## src/rtl/hamming_pkg.sv

```systemverilog
// Shared constants and types for the Hamming(7,4) word assembler.
// Code positions are 1-based, as in the classic (7,4) layout p1,p2,d1,p3,d2,d3,d4.
package hamming_pkg;

   localparam int unsigned CW_W  = 7;
   localparam int unsigned NIB_W = 4;

   localparam int unsigned POS_P1 = 1;
   localparam int unsigned POS_P2 = 2;
   localparam int unsigned POS_D1 = 3;
   localparam int unsigned POS_P3 = 4;
   localparam int unsigned POS_D2 = 5;
   localparam int unsigned POS_D3 = 6;
   localparam int unsigned POS_D4 = 7;

   typedef enum logic {
      COLLECT = 1'b0,
      HOLD    = 1'b1
   } state_t;

endpackage

```

## src/rtl/hamming74_correct.sv

```systemverilog
// Combinational single-error correction of one Hamming(7,4) codeword.
// cw[k] holds code position k+1; nibble is {d1,d2,d3,d4} in index order.
module hamming74_correct
   import hamming_pkg::*;
(
   input  logic [0:CW_W-1]  cw,
   output logic [0:NIB_W-1] nibble,
   output logic             corrected
);

   logic            c1;
   logic            c2;
   logic            c3;
   logic [2:0]      syn;
   logic [0:CW_W-1] fixed;

   always_comb begin
      c1  = cw[POS_P1-1] ^ cw[POS_D1-1] ^ cw[POS_D2-1] ^ cw[POS_D4-1];
      c2  = cw[POS_P2-1] ^ cw[POS_D1-1] ^ cw[POS_D3-1] ^ cw[POS_D4-1];
      c3  = cw[POS_P3-1] ^ cw[POS_D2-1] ^ cw[POS_D3-1] ^ cw[POS_D4-1];
      syn = {c3, c2, c1};

      // The syndrome value is the 1-based position of the flipped bit.
      fixed = cw;
      for (int unsigned k = 0; k < CW_W; k++) begin
         if (syn == 3'(k + 1)) begin
            fixed[k] = ~cw[k];
         end
      end

      corrected = (syn != 3'd0);
      nibble    = {fixed[POS_D1-1], fixed[POS_D2-1], fixed[POS_D3-1], fixed[POS_D4-1]};
   end

endmodule

```

## src/rtl/hamming_word_assembler.sv

```systemverilog
// Assembles N_NIB corrected Hamming(7,4) nibbles into one word with a
// valid/ready handshake on both sides and a saturating correction counter.
module hamming_word_assembler
   import hamming_pkg::*;
#(
   parameter int unsigned N_NIB = 4
)(
   input  logic                   clk,
   input  logic                   reset,
   input  logic [0:CW_W-1]        cw_in,
   input  logic                   cw_valid,
   output logic                   cw_ready,
   input  logic                   sync,
   output logic [0:NIB_W*N_NIB-1] word_out,
   output logic                   word_valid,
   input  logic                   out_ready,
   output logic                   word_err,
   output logic [7:0]             corr_cnt
);

   localparam int unsigned       WORD_W   = NIB_W * N_NIB;
   localparam int unsigned       CNT_W    = (N_NIB > 1) ? $clog2(N_NIB) : 1;
   localparam logic [CNT_W-1:0]  LAST_IDX = CNT_W'(N_NIB - 1);

   state_t             state_q;
   state_t             state_d;
   logic [CNT_W-1:0]   cnt_q;
   logic [CNT_W-1:0]   cnt_d;
   logic               err_q;
   logic               err_d;
   logic [0:WORD_W-1]  word_q;
   logic [0:WORD_W-1]  word_d;
   logic [7:0]         corr_q;
   logic [7:0]         corr_d;
   logic               rdy_q;
   logic               accept;
   logic [0:NIB_W-1]   nibble;
   logic               corrected;

   hamming74_correct u_correct (
      .cw        (cw_in),
      .nibble    (nibble),
      .corrected (corrected)
   );

   always_comb begin
      state_d    = state_q;
      cnt_d      = cnt_q;
      err_d      = err_q;
      word_d     = word_q;
      corr_d     = corr_q;
      cw_ready   = rdy_q && (state_q == COLLECT);
      word_valid = (state_q == HOLD);
      accept     = cw_valid && cw_ready;

      unique case (state_q)
         COLLECT: begin
            if (sync) begin
               cnt_d = '0;
               err_d = 1'b0;
            end
            if (accept) begin
               word_d = {nibble, word_q[0:WORD_W-NIB_W-1]};
               // A sync-accept starts a fresh word, so its nibble is counted as the first.
               if (sync || (cnt_q == '0)) begin
                  err_d = corrected;
               end else begin
                  err_d = err_q | corrected;
               end
               if (sync) begin
                  cnt_d = CNT_W'(1);
               end else if (cnt_q == LAST_IDX) begin
                  cnt_d   = '0;
                  state_d = HOLD;
               end else begin
                  cnt_d = cnt_q + 1'b1;
               end
               if (corrected && (corr_q != 8'hFF)) begin
                  corr_d = corr_q + 8'd1;
               end
            end
         end
         HOLD: begin
            if (out_ready) begin
               state_d = COLLECT;
            end
         end
      endcase
   end

   always_ff @(posedge clk or negedge reset) begin
      if (!reset) begin
         state_q <= COLLECT;
         cnt_q   <= '0;
         err_q   <= 1'b0;
         word_q  <= '0;
         corr_q  <= '0;
         rdy_q   <= 1'b0;
      end else begin
         state_q <= state_d;
         cnt_q   <= cnt_d;
         err_q   <= err_d;
         word_q  <= word_d;
         corr_q  <= corr_d;
         rdy_q   <= 1'b1;
      end
   end

   assign word_out = word_q;
   assign word_err = err_q;
   assign corr_cnt = corr_q;

endmodule
```

## config.mk

```make
export PLATFORM = sky130hd
export DESIGN_NAME = hamming_word_assembler
export DESIGN_NICKNAME = d
export VERILOG_FILES = /design/src/rtl/hamming_pkg.sv /design/src/rtl/hamming74_correct.sv /design/src/rtl/hamming_word_assembler.sv
export SDC_FILE = /design/constraint.sdc
export NUM_CORES = 1
export LEC_CHECK = 0
export CAP_MARGIN = 20
export CORE_ASPECT_RATIO = 1.75
export CORE_MARGIN = 2
export CORE_UTILIZATION = 49
export CTS_BUF_LIST = sky130_fd_sc_hd__clkbuf_2
export DETAILED_ROUTE_END_ITERATION = 7
export GPL_ROUTABILITY_DRIVEN = 0
export HOLD_SLACK_MARGIN = 0.08
export PLACE_DENSITY = 0.82
export SETUP_SLACK_MARGIN = 0.3
export SLEW_MARGIN = 10
export SYNTH_ARGS = -nofsm -noshare
export SYNTH_HDL_FRONTEND = slang
export SYNTH_SLANG_ARGS = --single-unit
export TNS_END_PERCENT = 20
```

## constraint.sdc

```tcl
create_clock -name clk -period 2.15 [get_ports clk]
set_input_delay 0.43 -clock clk [delete_from_list [all_inputs] [get_ports clk]]
set_output_delay 0.43 -clock clk [all_outputs]
set_load 0.02 [all_outputs]
```

==> flow_summary.yaml <==
logic_synthesis:
  mappedNetlistNets: 160
  syn_avg_cell_area_um2: 9.604
  netlist_area_um2: 1393
  yosysUniqueCellTypes: 28
  synth_top_flop_cell: "dfrtp_1"
  ys_seq_area_share_pct: 52.11
  synth_area_leader_cell: "dfrtp_1"
  ys_seq_elements: 29
  yosysWarnings: 0
  async_reset_ff_share_pct: 100.0
  synthesis.instances: 145
  synth_top_area_share_pct: 52.11
  synth.area.top_cells: "dfrtp_1 (52%), nand2_1 (12%), xor2_1 (6.3%)"
  synth_edf_count: 0
drt:
  vias: 1229
  firstDrtPassIters: 4
  ant_nets: 0
  vias_per_cell: 5.297
  drc_errors: 0
  first_iter_violations: 25
  wl_mm: 3.289
  wire_per_inst_um: 14.18
placed_design:
  dpl_cell_area_um2: 1897
  io_buffers: 38
  place_ws_ps: -263.0
  place_hpwl_mm: 2.288
run_status:
  outcome: "finished, final reports clean"
setup_path:
  path_cells: "clkdlybuf4s50_1"
  r2r_cells: 6
  arrival_ps: 1420
  slowest_stage: "clkdlybuf4s50_1"
  critical-path-top-delay-family: "buffers and inverters"
  path_depth: 1
  cp-end-kind: "output port"
  start_kind: "flop"
  path_class: "flop to output port"
  critical-path-max-stage-delay_ps: 620
  critPathRequiredTime_ps: 1720
  path_max_fanout: 5
  path_buf_inv: 1
cts:
  ctsHtreeMaxLevel: 2
  clk_path_buf_depth: 2
  clk_latency_ps: 360
  cts_inserted_buffers: 5
  clock_sinks: 29
  root_buffer: "clkbuf_2"
  cts_tree: "yes"
  path_clk_slew_ps: 140
sta:
  fmax_mhz: 541.2
  rsz0062_at_grt: "true"
  period_needed_ps: 1848
  setup-violations-final: 0
  drv_slew: 0
  report.final.hold_viol_count: 0
  setup_ws_ps: 302.1
  period_share_pct: 85.95
  finalClockSkew_ps: 14.13
floorplanning:
  die_area_um2: 3301
  rows: 25
  die_x_um: 44.30
  core_area_um2: 2690
  io-pin-count: 39
  start_util_pct: 51.77
  fp.dieH_um: 74.52
global_routing:
  grt_pass1_vias: 1253
  grt_pass1_wl_mm: 5.526
  grt_usage_pct: 23.41
  grt_max_degree: 30
  grt_overflow: 0
  antenna_found_initial: 0
cells_and_area:
  final_area_um2: 2027
  seqCellArea_um2: 725.7
  layout-drive-gt1-share_pct: 16.59
  multi_input_area_um2: 670.6
  syn2layout_area_growth_pct: 45.55
  fillers: 198
  diodes: 0
  fin_nets: 219
pwr:
  power_density_nw_per_um2: 952.6
  power_leakage_nw: 1.015
  ir_drop_uv: 950.5
  finalPower_mw: 1.931
hold_path:
  hold_class: "input port to asynchronous set/reset pin"
run:
  max_cap_viol_count: 0
[per-stage QoR]
stage	hold WS, ps	util [%]	setup TNS [ps]	std cells
floorplan	134.4	-	0	145
global placement	457.7	70.51	-1047	220
detailed placement	470.6	70.51	-1644	220
global route	434.6	75.35	0	232
finish	429.5	75.35	0	232
CTS	436.0	74.23	0	230
[report_power, final]
group | leakage [nW] | switching [mW] | internal, mW
Combinational | 0.601 | 0.385 | 0.380
Clock | 0.0406 | 0.181 | 0.199
Sequential | 0.374 | 0.118 | 0.667
Total | 1.02 | 0.685 | 1.25
[what timing repair did]
item / CTS / global route
buffers inserted: 2 / 2
setup endpoints to repair: 15 / 29
cloned: 0 / 0
hold endpoints to repair: 0 / 0
pin swaps: 4 / 1
hold buffers: 0 / 0
gates resized for setup: 9 / 5
[area by class of cell]
class	count	area share [%]
Clock buffer	6	1.481
Clock inverter	2	1.667
Inverter	4	0.7407
Multi-Input combinational cell	108	33.09
Sequential cell	29	35.80
Tap cell	27	1.667
Timing Repair Buffer	56	25.56
[path summary, 6_finish.rpt]
| kind | slack, ps | startpoint | to |
|---|---|---|---|
| max | 300 | corr_cnt[6] | corr_cnt[6] |
| min | 430 | reset | cnt_q[0] |
| max reg2reg | 360 | corr_cnt[0] | corr_cnt[1] |
| min reg2reg | 490 | word_out[12] | word_out[12] |
| max in group asynchronous | 1440 | reset | corr_cnt[5] |
| min in group clk | 490 | word_out[12] | word_out[12] |
[synthesized netlist by cell type (2+ instances only)]
cell type	n
a21oi_1	2
clkbuf_1	4
dfrtp_1	29
ha_1	3
inv_1	4
mux2_1	2
nand2_1	46
nand3_1	6
nor2_1	5
nor3_1	3
nor4b_1	2
o21ai_0	8
or3_1	2
xnor2_1	5
xnor2_2	2
xor2_1	10
[cells by family (layout without fill, tap and decap cells)]
family | after synthesis | in the layout | synth area share [%]
AND/OR/NAND/NOR | 69 | 69 | 21.39
flip-flops | 29 | 29 | 52.11
XOR/XNOR | 18 | 18 | 13.39
AO/OA/AOI/OAI | 15 | 15 | 6.380
buffers and inverters | 8 | 68 | 2.156
adder cells (fa/ha/maj) | 3 | 3 | 2.696
multiplexers | 2 | 2 | 1.617
other | 1 | 1 | 0.2693
[sequential cells by signal (all words and copies together) (netlist names)]
signal      count
cnt_q           2
word_err        1
rdy_q           1
word_valid      1
word_out       16
corr_cnt        8
[cell usage in the layout (no fill, tap or decap), drive strengths merged, types with 2 or more instances in the layout]
master	count
ha	3
clkdlybuf4s50	31
clkbuf	6
a21oi	3
dlymetal6s2s	3
or3	2
mux2	2
nor2	5
dlygate4sd2	4
o21ai	8
nor4b	2
nand3	6
inv	4
xnor2	7
dfrtp	29
nor3	3
nand2	46
xor2	10
buf	18
[metal layers]
layer  part of all wire [%]  global-route usage (%)
met1                     36                   24.41
met2                     55                   40.52
met3                    4.9                   6.553
met4                    4.0                   14.14
met5                      0                       0
(Power assumes the default switching activity.)
